===== src/rtl/lsu_subword_rmw.sv =====
// lsu_subword_rmw: load/store unit between the core execute stage and a
// word-only data memory. It extends loads to 32 bits and performs SB/SH as
// a read-modify-write of the containing word.
// Optional feature macro: LSU_ERR_EN (alignment and funct3 checking).
module lsu_subword_rmw #(
    parameter int ADDR_W = 32
) (
    input  logic              clk,
    input  logic              rst_n,
    input  logic              req_valid,
    input  logic              req_we,
    input  logic [2:0]        req_funct3,
    input  logic [ADDR_W-1:0] req_addr,
    input  logic [31:0]       req_wdata,
    output logic              ready,
    output logic              resp_valid,
    output logic [31:0]       resp_rdata,
    output logic              resp_err,
    output logic [31:0]       mem_addr,
    output logic [31:0]       mem_wdata,
    output logic              mem_read,
    output logic              mem_write,
    input  logic [31:0]       mem_rdata
);

    typedef enum logic [1:0] {S_IDLE, S_RMW, S_RESP} state_t;

    state_t              r_state;
    state_t              w_state_nxt;
    logic [ADDR_W-1:0]   r_addr;
    logic [1:0]          r_size;
    logic [15:0]         r_wdata_lo;
    logic [31:0]         r_buf;
    logic [31:0]         r_rdata;
    logic [2:0]          w_f3;
    logic                w_err;
    logic                w_accept;
    logic                w_subword_st;
    logic [ADDR_W-1:0]   w_addr_cur;

    // Without checking, reserved encodings behave as a plain word access.
    function automatic logic [2:0] norm_f3(input logic [2:0] f3);
        logic [2:0] r;
        r = f3;
`ifndef LSU_ERR_EN
        if (f3 == 3'b011 || f3[2:1] == 2'b11) r = 3'b010;
`endif
        return r;
    endfunction

`ifdef LSU_ERR_EN
    function automatic logic access_err(input logic [2:0] f3, input logic [1:0] a);
        logic illegal;
        logic mis_h;
        logic mis_w;
        illegal = (f3 == 3'b011) || (f3[2:1] == 2'b11);
        mis_h   = (f3[1:0] == 2'b01) && a[0];
        mis_w   = (f3[1:0] == 2'b10) && (a != 2'b00);
        return illegal || mis_h || mis_w;
    endfunction
`endif

    // Pick the addressed lane and sign/zero extend it; bit 2 of funct3 means unsigned.
    function automatic logic [31:0] load_extract(input logic [31:0] word,
                                                 input logic [2:0]  f3,
                                                 input logic [1:0]  a);
        logic [7:0]  b;
        logic [15:0] h;
        logic [31:0] r;
        b = word[{a, 3'b000} +: 8];
        h = word[{a[1], 4'b0000} +: 16];
        case (f3[1:0])
            2'b00:   r = f3[2] ? {24'b0, b} : {{24{b[7]}}, b};
            2'b01:   r = f3[2] ? {16'b0, h} : {{16{h[15]}}, h};
            default: r = word;
        endcase
        return r;
    endfunction

    // Overlay the store lane onto the word previously read from memory.
    function automatic logic [31:0] store_merge(input logic [31:0] old_word,
                                                input logic [15:0] data,
                                                input logic [1:0]  size,
                                                input logic [1:0]  a);
        logic [31:0] r;
        r = old_word;
        if (size == 2'b00) r[{a, 3'b000} +: 8] = data[7:0];
        else               r[{a[1], 4'b0000} +: 16] = data;
        return r;
    endfunction

    assign w_f3         = norm_f3(req_funct3);
`ifdef LSU_ERR_EN
    assign w_err        = access_err(req_funct3, req_addr[1:0]);
`else
    assign w_err        = 1'b0;
`endif
    assign ready        = (r_state == S_IDLE);
    assign w_accept     = req_valid && ready;
    assign w_subword_st = req_we && (w_f3[1:0] != 2'b10);
    assign w_addr_cur   = (r_state == S_IDLE) ? req_addr : r_addr;
    assign mem_addr     = 32'({w_addr_cur[ADDR_W-1:2], 2'b00});
    // Gated by rst_n so a reset in RESP never shows a response.
    assign resp_valid   = (r_state == S_RESP) && rst_n;
    assign resp_rdata   = r_rdata;

    // Next state and memory strobes; strobes are forced off while in reset.
    always_comb begin
        w_state_nxt = r_state;
        mem_read    = 1'b0;
        mem_write   = 1'b0;
        mem_wdata   = req_wdata;
        case (r_state)
            S_IDLE: begin
                if (w_accept) begin
                    if (w_err) begin
                        w_state_nxt = S_RESP;
                    end else if (!req_we) begin
                        mem_read    = 1'b1;
                        w_state_nxt = S_RESP;
                    end else if (w_subword_st) begin
                        mem_read    = 1'b1;
                        w_state_nxt = S_RMW;
                    end else begin
                        mem_write   = 1'b1;
                        w_state_nxt = S_RESP;
                    end
                end
            end
            S_RMW: begin
                mem_write   = 1'b1;
                mem_wdata   = store_merge(r_buf, r_wdata_lo, r_size, r_addr[1:0]);
                w_state_nxt = S_RESP;
            end
            default: begin
                w_state_nxt = S_IDLE;
            end
        endcase
        if (!rst_n) begin
            mem_read  = 1'b0;
            mem_write = 1'b0;
        end
    end

    // State register.
    always_ff @(posedge clk) begin
        if (!rst_n) r_state <= S_IDLE;
        else        r_state <= w_state_nxt;
    end

    // Request latch, merge buffer and load result, captured on accept.
    always_ff @(posedge clk) begin
        if (w_accept) begin
            r_addr     <= req_addr;
            r_size     <= w_f3[1:0];
            r_wdata_lo <= req_wdata[15:0];
        end
        if (!rst_n) begin
            r_buf   <= 32'h0;
            r_rdata <= 32'h0;
        end else if (w_accept) begin
            if (w_err)             r_rdata <= 32'h0;
            else if (!req_we)      r_rdata <= load_extract(mem_rdata, w_f3, req_addr[1:0]);
            if (w_subword_st && !w_err) r_buf <= mem_rdata;
        end
    end

`ifdef LSU_ERR_EN
    logic r_err;

    // Error flag for the response of the accepted access.
    always_ff @(posedge clk) begin
        if (!rst_n)        r_err <= 1'b0;
        else if (w_accept) r_err <= w_err;
    end

    assign resp_err = r_err;
`else
    assign resp_err = 1'b0;
`endif

endmodule


===== config.mk =====
export PLATFORM = sky130hd
export DESIGN_NAME = lsu_subword_rmw
export DESIGN_NICKNAME = d
export VERILOG_FILES = /design/src/rtl/lsu_subword_rmw.sv
export SDC_FILE = /design/constraint.sdc
export NUM_CORES = 1
export LEC_CHECK = 0
export ABC_CLOCK_PERIOD_IN_PS = 2900
export CORE_MARGIN = 1.5
export CORE_UTILIZATION = 47
export CTS_BUF_LIST = sky130_fd_sc_hd__clkbuf_8
export DETAILED_ROUTE_END_ITERATION = 16
export PLACE_DENSITY_LB_ADDON = 0.12
export REMOVE_ABC_BUFFERS = 1
export SYNTH_ARGS = -nofsm -noshare
export SYNTH_HDL_FRONTEND = slang
export SYNTH_SLANG_ARGS = --single-unit

===== constraint.sdc =====
create_clock -name clk -period 2.9 [get_ports clk]
set_clock_uncertainty 0.15 [all_clocks]
set_input_delay 0.29 -clock clk [delete_from_list [all_inputs] [get_ports clk]]
set_output_delay 0.29 -clock clk [all_outputs]
set_load 0.02 [all_outputs]

==> summary.md <==
| Metric | Value |
|---|---|
| Detailed Place HPWL | `between 10,000 and 15,000 µm` |
| Synthesized instance count | `between 500 and 600` |
| Total Routing Usage GR | `0.268` |
| Fin. max-slew vios | `0` |
| Relative slew slack | `0.366` |
| TritonRoute pass-1 iters | `5` |
| Static Leak | `between 3 and 4 nW` |
| Starting Density | `0.485` |
| TritonCTS buffer count | `17` |
| #FFs+latches synth | `116` |
| Final wirelength | `~18,000 µm` |
| RSZ-0062 raised after global routing | `true` |
| Crit end category | `output pin` |
| Setup slack after layout | `~0.09 ns` |
| CP Data Arrival Time | `2.37 ns` |
| Highest routed metal layer | `met4` |
| Vias per inst | `~5.6` |
| Nets | `between 800 and 900` |
| Vias | `5,254` |
| Synth Flop Type | `dfxtp_1` |
| Vias in the first global route | `5,130` |
| Post-synthesis sequential area ratio | `0.482` |
| H-tree Lvls | `4` |
| Yosys warns | `0` |
| Root Buffer | `clkbuf_8` |
| Share of cells above drive strength 1 | `0.170` |
| Min Hold Slack | `0.282 ns` |
| Max Freq | `about 360 MHz` |
| Worst hold path class | `primary input to register` |
| Clock Path Buffers | `2` |
| Metal3 WL | `between 1000 and 1500 µm` |
| DP Worst Slack | `~0.0014 ns` |
| Area grow syn2layout | `42.3%` |
| Pwr dens | `approximately 500 mW/mm²` |
| Largest net degree at the start of global routing | `between 50 and 60` |
| CTS tree | `done` |
| CORE AREA | `0.0121 mm²` |
| Wl on met1 | `7780 µm` |
| Clock latency on the worst-skew pair | `roughly 0.43 ns` |
| ANT cells | `0` |
| Async SR Flop Fraction | `0` |
| Cell variety after synth | `42` |
| CP Class | `register to output pin` |
| Clk slew on worst S/H paths | `0.07 ns` |
| First-pass GRT wire length | `approximately 27,000 µm` |
| Mapped cell area | `about 0.0059 mm²` |
| Minimum clock period | `roughly 2.8 ns` |
| Cell Rows | `40` |
| Iter 0 DRT Violations | `~330` |
| Commonest non-fill, non-tap cell in the layout | `clkdlybuf4s50_1` |
| Reg2Reg Depth | `5` |
| CP required | `2.46 ns` |
| Die Y | `about 110 µm` |
| Clock tree sinks | `around 120` |
| GRT overflow | `0` |
| Status | `complete, no violations` |
| Hold path depth | `1` |
| Maximum Capacitance Violations | `0` |
| CP max FO | `25` |
| Detailed-route DRC error count | `0` |
| Routed Antenna Nets | `0` |
| CP Launch Type | `register` |
| Post-synth EDFFs | `50` |
| Fin. Hold Viols | `0` |
| Final-report setup violation count | `0` |
| Worst VDD drop | `~0.31 mV` |
| Most frequent cells in the layout | `168 x clkdlybuf4s50_1, 66 x dfxtp_1, 65 x nor2_1, 59 x mux2i_1, 50 x edfxtp_1` |
| Slew @ Worst Pin | `0.951 ns` |
| Die area | `~0.013 mm²` |
| Gpl congestion | `0.887` |
| Met2 WL post-DR | `about 8100 µm` |
| Post-DR wirelength/cell | `18.7 µm` |
| Initial antenna violation count | `0` |
| Period utilisation layout | `0.969` |
| Syn Area/Cell | `10.4 µm²` |
| DIE WIDTH | `~110 µm` |
| Fillers | `956` |
| PortBufs | `200` |
| Ports | `204` |
==> area by class of cell <==
type                    count  area [µm²]  area share
inverters                   8        30.0     0.00360
clock inverters            14         144      0.0173
well taps                 168         210      0.0252
repair buffers            223        2070       0.249
flip-flops and latches    116        2820       0.339
clock buffers              18         248      0.0297
multi-input cells         393        2810       0.337
==> state kept, by name, indices dropped and copies added (netlist names) <==
register	count
r_addr	32
r_buf	32
resp_rdata	32
r_wdata_lo	16
r_size	2
r_state	2
==> synth_stat cells (all sizes together) (2+ instances only) <==
library cell   n  area, µm²
a21oi         36        184
o221ai         8       70.1
a221oi        24        210
nand2b         3       18.8
a2bb2oi        5       43.8
mux2i         59        591
mux2          37        417
a221o          8       80.1
and2           9       56.3
a211oi        24        180
inv            7       26.3
ha             5       62.6
nor2          67        254
o221a          6       67.6
a31oi          4       25.0
nor4b          2       47.6
o21ai         26        130
clkbuf        20       75.1
buf           26        149
and3           2       12.5
dfxtp         66       1320
nor4           2       27.5
nor2b          4       25.0
and4           2       17.5
edfxtp        50       1500
nand3b         3       26.3
nand2         47        176
==> report_power, final <==
group	leakage, nW	internal [mW]	total (mW)	switching (mW)
sequential	1.02	1.81	1.86	0.0553
combinational	2.18	0.447	0.912	0.464
clock	0.220	0.853	1.51	0.653
total	3.42	3.11	4.28	1.17
==> layer usage <==
metal	GRT usage	vias up
li1	-	2494
met1	0.353	2524
met2	0.426	211
met3	0.0826	25
met4	0.0750	0
met5	0	-
==> worst paths after layout <==
kind,end,slack [ns],from
max,mem_wdata[21],0.09,r_addr[1]$_DFFE_PN_
min,r_addr[16]$_DFFE_PN_,0.28,req_addr[16]
max reg2reg,r_addr[4]$_DFFE_PN_,0.76,r_state[0]$_SDFFE_PN0P_
min reg2reg,r_buf[6]$_SDFFE_PN0P_,0.37,r_buf[6]$_SDFFE_PN0P_
==> timing repair <==
action | in CTS | in global routing
setup endpoints to repair | 32 | 32
hold buffers | 0 | 0
pin swaps | 0 | 1
buffers inserted | 0 | 1
resized for setup | 64 | 44
==> kinds of logic after synthesis <==
group                      count (synthesis)  share of synthesized area
and+or+nand+nor                          146                      0.119
other                                      1                   0.000640
DFF                                      116                      0.482
buffers and inverters                     54                     0.0434
adders and majority gates                  5                     0.0107
AOI/OAI and AO/OA                        143                      0.172
muxes                                     96                      0.172
==> stage by stage <==
stage / TNS [ns] / area (µm²) / power, mW / util / instances
after floorplan: -60.19 / 5640 / 2.33 / - / 517
after global placement: 0 / 8030 / 2.80 / 0.665 / 907
after detailed placement: 0 / 8030 / 2.82 / 0.665 / 907
after CTS: -0.439 / 8400 / 4.31 / 0.696 / 939
after global routing: -0.174 / 8330 / 4.45 / 0.691 / 940
final: 0 / 8330 / 4.28 / 0.691 / 940
==> critical path, stage by stage, from the launching register on <==
cell	delay, ns
edfxtp_1	0.42
buf_8	0.27
ha_1	0.22
and4_4	0.30
a221oi_1	0.11
a211oi_1	0.24
dlygate4sd2_1	0.37
No activity file was read; power rests on OpenSTA's default activity.
